`src/rtl/uart_alu_ctrl.sv`:
```
// ---------------------------------------------------------------------------
// uart_alu_ctrl
//
// Sequencer sitting between a UART receiver/transmitter pair and an ALU.
// Three received bytes (operand A, operand B, opcode) are collected into
// shadow registers. The complete command is then presented to the ALU in a
// single cycle. The ALU result is captured and handed to the transmitter as
// one byte. A partially received command is discarded when the gap between
// two of its bytes grows too long.
//
// Ports
//   i_clock       system clock
//   i_reset       synchronous, active-high reset
//   i_rx_data     byte from the UART receiver, valid while i_rx_done=1
//   i_rx_done     one-cycle pulse, new byte available on i_rx_data
//   i_tx_done     one-cycle pulse, transmitter finished the current byte
//   i_alu_result  combinational ALU result for o_alu_a/o_alu_b/o_alu_op
//   o_alu_a       registered operand A to the ALU
//   o_alu_b       registered operand B to the ALU
//   o_alu_op      registered opcode to the ALU
//   o_tx_data     byte for the transmitter, held until the next capture
//   o_tx_start    one-cycle start request to the transmitter
//   o_busy        high while a command is executing or being transmitted
//   o_timeout     one-cycle pulse, a partial command was discarded
//   o_overrun     one-cycle pulse, a byte arrived while busy and was dropped
// ---------------------------------------------------------------------------
module uart_alu_ctrl #(
  parameter int NB_DATA    = 8,
  parameter int NB_OP      = 6,
  parameter int NB_TIMEOUT = 16,
  parameter int TIMEOUT    = 50000
) (
  input  logic               i_clock,
  input  logic               i_reset,
  input  logic [NB_DATA-1:0] i_rx_data,
  input  logic               i_rx_done,
  input  logic               i_tx_done,
  input  logic [NB_DATA-1:0] i_alu_result,
  output logic [NB_DATA-1:0] o_alu_a,
  output logic [NB_DATA-1:0] o_alu_b,
  output logic [NB_OP-1:0]   o_alu_op,
  output logic [NB_DATA-1:0] o_tx_data,
  output logic               o_tx_start,
  output logic               o_busy,
  output logic               o_timeout,
  output logic               o_overrun
);

  typedef enum logic [2:0] {
    ST_IDLE    = 3'd0,
    ST_GET_B   = 3'd1,
    ST_GET_OP  = 3'd2,
    ST_EXEC    = 3'd3,
    ST_LATCH   = 3'd4,
    ST_SEND    = 3'd5,
    ST_WAIT_TX = 3'd6
  } state_t;

  localparam logic [NB_TIMEOUT-1:0] TIMEOUT_LAST = NB_TIMEOUT'(TIMEOUT - 1);

  state_t                 state;
  state_t                 state_next;
  logic [NB_DATA-1:0]     shadow_a;
  logic [NB_DATA-1:0]     shadow_b;
  logic [NB_OP-1:0]       shadow_op;
  logic [NB_TIMEOUT-1:0]  timeout_count;
  logic [NB_TIMEOUT-1:0]  timeout_count_next;
  logic                   waiting_byte;
  logic                   expired;
  logic                   busy_state;

  // A byte arriving on the expiry cycle wins over the timeout, so expiry
  // only counts when no byte is present.
  assign waiting_byte = (state == ST_GET_B) || (state == ST_GET_OP);
  assign expired      = waiting_byte && !i_rx_done && (timeout_count == TIMEOUT_LAST);
  assign busy_state   = (state == ST_EXEC) || (state == ST_LATCH) ||
                        (state == ST_SEND) || (state == ST_WAIT_TX);

  assign o_tx_start = (state == ST_SEND);
  assign o_busy     = busy_state;

  // Next-state logic. The counter only runs while the FSM stays in one of
  // the byte-waiting states; any state change clears it. This gives a clean
  // zero on entry to GET_B/GET_OP, and the expiry exit stops it before it
  // could wrap.
  always_comb begin
    state_next         = state;
    timeout_count_next = '0;
    case (state)
      ST_IDLE:    if (i_rx_done) state_next = ST_GET_B;
      ST_GET_B: begin
        if (i_rx_done)    state_next = ST_GET_OP;
        else if (expired) state_next = ST_IDLE;
      end
      ST_GET_OP: begin
        if (i_rx_done)    state_next = ST_EXEC;
        else if (expired) state_next = ST_IDLE;
      end
      ST_EXEC:    state_next = ST_LATCH;
      ST_LATCH:   state_next = ST_SEND;
      ST_SEND:    state_next = ST_WAIT_TX;
      ST_WAIT_TX: if (i_tx_done) state_next = ST_IDLE;
      default:    state_next = ST_IDLE;
    endcase
    if (waiting_byte && (state_next == state))
      timeout_count_next = timeout_count + 1'b1;
  end

  // State and timeout counter registers.
  always_ff @(posedge i_clock) begin
    if (i_reset) begin
      state         <= ST_IDLE;
      timeout_count <= '0;
    end else begin
      state         <= state_next;
      timeout_count <= timeout_count_next;
    end
  end

  // Datapath. Bytes go into shadow registers first, so the ALU inputs only
  // ever change together in EXEC and never show a half-received command.
  // A timed-out command leaves stale shadows behind. They are harmless
  // because the next command overwrites all three before EXEC.
  always_ff @(posedge i_clock) begin
    if (i_reset) begin
      shadow_a  <= '0;
      shadow_b  <= '0;
      shadow_op <= '0;
      o_alu_a   <= '0;
      o_alu_b   <= '0;
      o_alu_op  <= '0;
      o_tx_data <= '0;
      o_timeout <= 1'b0;
      o_overrun <= 1'b0;
    end else begin
      o_timeout <= expired;
      o_overrun <= i_rx_done && busy_state;
      if (i_rx_done) begin
        case (state)
          ST_IDLE:   shadow_a  <= i_rx_data;
          ST_GET_B:  shadow_b  <= i_rx_data;
          ST_GET_OP: shadow_op <= i_rx_data[NB_OP-1:0];
          default:   ;
        endcase
      end
      if (state == ST_EXEC) begin
        o_alu_a  <= shadow_a;
        o_alu_b  <= shadow_b;
        o_alu_op <= shadow_op;
      end
      if (state == ST_LATCH)
        o_tx_data <= i_alu_result;
    end
  end

endmodule

```
`config.mk`:
```
export PLATFORM = sky130hd
export DESIGN_NAME = uart_alu_ctrl
export DESIGN_NICKNAME = d
export VERILOG_FILES = /design/src/rtl/uart_alu_ctrl.sv
export SDC_FILE = /design/constraint.sdc
export NUM_CORES = 1
export LEC_CHECK = 0
export CAP_MARGIN = 20
export CORE_MARGIN = 2
export CORE_UTILIZATION = 30
export CTS_CLUSTER_SIZE = 28
export DETAILED_ROUTE_END_ITERATION = 12
export PLACE_DENSITY_LB_ADDON = 0.2
export SKIP_LAST_GASP = 1
export SLEW_MARGIN = 20
export SYNTH_ARGS = -nofsm -noshare
export SYNTH_HDL_FRONTEND = slang
export SYNTH_SLANG_ARGS = --single-unit
```
`constraint.sdc`:
```
create_clock -name i_clock -period 1.6 [get_ports i_clock]
set_input_delay 0.32 -clock i_clock [delete_from_list [all_inputs] [get_ports i_clock]]
set_output_delay 0.32 -clock i_clock [all_outputs]
set_load 0.1 [all_outputs]
```
======== After elaboration in Yosys (flattened, before gate mapping) ========
Cells that the tools add are included.
cells by class
  add/sub/neg operators ................... 1
  eq/ne operators ......................... 8
  multiplexer cells ....................... 6
  bitwise logic cells ..................... 1
  reduce and logical (&&, ||, !) cells .... 14
operators by type and width
  cell                                                              count
  3-bit case mux with 7 select lines                                1
  16-bit by 1-bit adder with 16-bit output (second input constant)  1
  16-bit == test (second input constant)                            1
  3-bit two-way mux                                                 5
  3-bit == test (second input constant)                             3
  3-bit by 2-bit == test with 1-bit output (second input constant)  2
  2-bit AND reduction                                               3
  1-bit logical AND                                                 4
  1-bit logical OR                                                  4
  3-bit by 1-bit == test with 1-bit output (second input constant)  1
  3-bit == test                                                     1
  3-bit logical NOT                                                 1
  2-bit OR reduction                                                1
  1-bit logical NOT                                                 1
  1-bit inverter                                                    1
storage, ports and cells
  register bits after elaboration ......... 73
  input bits .............................. 20
  output and inout port bits .............. 34
  word-level logic and storage cells ...... 41

======== Depth between registers and ports, before layout ========
  depth in word-level cells ............... 11
  mapped depth ............................ 7
  mapped depth without buffers ............ 5

======== Least setup slack after synthesis ========
No wires, ideal clock.
  path kind ............................... register -> register
  start ................................... reg state[0]
  end ..................................... reg o_overrun
  library setup time ...................... 0.068 ns
  data arrival time ....................... 2.459 ns
  data required time ...................... 1.532 ns
  path slack .............................. -0.928 ns
  cell stages (with the launch flop) ...... 5
  path buffers ............................ 1
  clock period less this slack ............ 2.528 ns
  cell sequence ........................... dfxtp_1 buf_2 nand2_1 xnor2_1 and3b_1
between the ends
  longest elaborated chain between the ends .. 5
  elaborated cells on any way between the ends .. 8
  classes of those cells .................. eq/ne (4); reduce/logical (4)
RTL lines
  item                                                                              RTL line  text
  from (decl)                                                                       61        state_t state;
  from (signal assigned)                                                            115       state <= state_next;
  3-bit by 2-bit == test with 1-bit output / 3-bit == test (equally long branches)  76        assign busy_state = (state == ST_EXEC) || (state == ST_LATCH) ||
  1-bit logical OR (2 in series)                                                    76
  1-bit logical OR *                                                                77        (state == ST_SEND) || (state == ST_WAIT_TX);
  via o_busy                                                                        44        output logic o_busy,
  1-bit logical AND *                                                               137       o_overrun <= i_rx_done && busy_state;
  to (signal assigned)                                                              137
  to (decl)                                                                         46        output logic o_overrun
Mark *: on every way through the listed nets, which the timed path passes. The rest lies on a longest branch.
A chain may end at the register's enable or synchronous reset.

======== Worst setup path in the final report ========
  start ................................... reg state[0]
  end ..................................... out o_tx_start
between the ends
  longest elaborated chain between the ends .. 1
RTL lines
  item           RTL line  text
  3-bit == test  79        assign o_tx_start = (state == ST_SEND);
  to (decl)      43        output logic o_tx_start,
Every way passes these cells.

==> impl_metrics.py <==
metrics = {
    "status": {
        "outcome": "finished, final reports clean",
    },
    "drt": {
        "ant_nets": 0,
        "firstDrtPassIters": 4,
        "remaining_drc_errors": 0,
        "avgRoutedWirePerCell_um": 12.7,
        "drtIter0Drc": 114,
        "avgViaCountPerCell": 4.56,
        "via_count": 2441,
        "wl_um": 6810,
    },
    "yosys": {
        "synth_area_sq_mm": 0.00286,
        "synth-simple-area-share": 0.247,
        "synth-seq-area-share": 0.511,
        "ys_types": 39,
        "syn_inst": 323,
        "synthMuxAreaShare": 0.0770,
        "ys_top_cells_by_count": "73 x dfxtp_1, 66 x nand2_1, 31 x a21oi_1",
        "yosys_warnings": 0,
        "yosys.area.top_type": "dfxtp_1",
        "yosys.area_share.adder": 0.00438,
        "yosysMostFrequentCell": "dfxtp_1",
        "ys_top_cells_by_area": "dfxtp_1 51%, nand2_1 8.7%, mux2i_1 7.7%",
        "avgSynthCellArea_sq_um": 8.85,
        "synth-compound-area-share": 0.0858,
        "synth_edf_count": 0,
        "async_flop_share": 0,
        "synth_top_area_share": 0.511,
        "ys.flop_type": "dfxtp_1",
        "synth_top_family_by_area": "simple AND/OR/NAND/NOR gates",
        "synthXorXnorAreaFrac": 0.0398,
        "synth_nets": 344,
        "ys_ff_latch": 73,
    },
    "critical_path": {
        "critical_path_class": "flip-flop to output port",
        "critical_path.most_common_cell": "buf_6",
        "r2r_slack_ps": 70,
        "cp.arrival_ps": 1230,
        "r2r-end": "timeout_count[15]",
        "path_cells": "buf_6 > buf_6 > and2_4 > buf_12",
        "reg2reg_from": "timeout_count[2]",
        "rr_worst_depth": 4,
        "required_ps": 1280,
        "crit_start": "state[0]",
        "slowest_delay_ps": 360,
        "crit_fanout": 5,
        "crit_slowest_cell": "dfxtp_4",
        "cp-end-kind": "output port",
        "start_kind": "flip-flop",
    },
    "timing": {
        "clock-skew-final_ps": 9.06,
        "slew-limit-headroom": 0.611,
        "hold_ws_ps": 303,
        "finalSetupViolCount": 0,
        "finalCritPeriodShare": 0.968,
        "rsz0062_at_grt": "yes",
        "worst_slew_pin_slew_ps": 584,
        "setup_tns_ps": 0,
        "hold_viol": 0,
        "min_period_ps": 1550,
        "fmax_ghz": 0.646,
        "finalMaxSlewViolations": 0,
    },
    "die": {
        "pin_count": 54,
        "rows": 35,
        "die_x_um": 102,
        "die_area_sq_mm": 0.0103,
        "core_area_sq_mm": 0.00924,
        "initial_core_util": 0.309,
        "die_y_um": 102,
    },
    "global_routing": {
        "grt_pass1_wl_um": 11400,
        "grtUsageTotal": 0.142,
        "antenna_found_initial": 0,
        "grt_pass1_vias": 2410,
        "grt_max_degree": 57,
        "grt_overflow": 0,
    },
    "pwr": {
        "combPwrFrac": 0.102,
        "p_seq_frac": 0.519,
        "p_switching_uw": 996,
        "vdd_drop_max_mv": 0.422,
        "p_int_uw": 2620,
        "clkPwrFrac": 0.379,
        "p_leak_uw": 0.00154,
        "power_uw": 3620,
        "switching_share": 0.275,
        "power.density_mw_per_mm2": 825,
    },
    "min_path": {
        "min-delay-path-class": "primary input to flip-flop",
        "hold_end": "o_timeout",
        "min_from": "i_reset",
        "hold_depth": 3,
    },
    "final_layout": {
        "area_growth_pct": 53.3,
        "num_antenna_cells": 0,
        "nets": 422,
        "drive_gt1_frac": 0.283,
    },
    "clock_tree": {
        "clk_pin_slew_ps": 90,
        "htree_num_levels": 3,
        "cts.sinks": 73,
        "numCtsBuffers": 9,
        "clk_latency_ps": 350,
        "cts_hold_buffers": 0,
        "tritoncts": "done",
        "clock_path_buffers": 2,
        "clockRootBuffer": "clkbuf_8",
    },
    "placed_design": {
        "io_buffers": 53,
        "hpwl_um": 4720,
        "place.gp.congestion": 0.775,
    },
    "job": {
        "maxCapViolations": 0,
    },
}
==> cell families after synthesis <==
| logic type | count (synthesis) |
|---|---|
| xor+xnor | 13 |
| simple gates | 148 |
| flops | 73 |
| fa+ha+maj | 1 |
| compound gates | 43 |
| buf+inv | 23 |
| mux | 22 |
==> area by class of cell <==
cell class / count / area, sq um
fill: 888 / 4860
sequential: 73 / 1480
multi-input combinational: 227 / 1370
timing repair buffer: 88 / 1180
tap: 129 / 161
clock buffer: 9 / 124
clock inverter: 7 / 61.3
inverter: 2 / 7.51
==> stage by stage <==
step | cell area (sq um) | util | setup slack, ps | instances
global route | 4380 | 0.474 | -22.2 | 535
finish | 4380 | 0.474 | 51.1 | 535
global placement | 4120 | 0.446 | -264 | 515
floorplan | 2920 | - | 34.6 | 323
CTS | 4350 | 0.471 | -29.6 | 535
detailed placement | 4120 | 0.446 | -319 | 515
==> layout by cell type, fill, tap and decap left out, drive strengths merged, types with 3 or more instances in the layout <==
cell	netlist	routed
nand2	66	66
inv	2	7
nand3	5	5
nand4	5	5
xnor2	12	12
clkbuf	14	9
dfxtp	73	73
a211oi	5	5
nor2	24	24
nor2b	4	4
nor3	20	20
clkdlybuf4s50	0	17
nor3b	3	3
o21ai	4	4
nor4	3	3
mux2i	22	22
a21oi	32	32
buf	7	70
and3	4	4
==> state kept, by name (all words and copies together) (netlist names) <==
register       count
timeout_count     16
shadow_op          6
o_timeout          1
state              3
shadow_b           8
o_overrun          1
o_alu_op           6
shadow_a           8
o_alu_b            8
o_tx_data          8
o_alu_a            8
==> metal layers <==
| metal | part of all wire | track usage | up-vias | wire, um |
|---|---|---|---|---|
| met5 | 0 | 0 | - | 0 |
| met4 | 0.013 | 0.0520 | 0 | 87 |
| met3 | 0.038 | 0.0428 | 6 | 258 |
| met2 | 0.46 | 0.217 | 30 | 3150 |
| met1 | 0.49 | 0.189 | 1146 | 3310 |
| li1 | - | - | 1259 | - |
==> repair_timing <==
item	4_1_cts	5_1_grt
setup endpoints to repair	2	35
pin swaps	1	2
hold endpoints to repair	0	0
setup buffers	5	0
resized for setup	8	14
gates cloned	0	0
==> critical path, delay by kind of cell (launching register included) <==
family | cells | cell delay [ps]
flops | 1 | 360
buf+inv | 3 | 380
simple gates | 1 | 140
==> power by group through the flow <==
stage                     combinational, uW  clock [uW]  sequential, uW
after floorplan                         178           0            1940
after global placement                  343           0            1920
after detailed placement                347           0            1920
after CTS                               366        1430            1880
after global routing                    398        1510            1880
final                                   368        1370            1880
==> worst max path at each step <==
stage                     slack, ps                end
after floorplan                  30   timeout_count[0]
after global placement         -260       shadow_op[1]
after detailed placement       -320       shadow_op[3]
after CTS                       -30  timeout_count[13]
after global routing            -20  timeout_count[14]
final                            50         o_tx_start
Power figures use the tool's default switching activity.
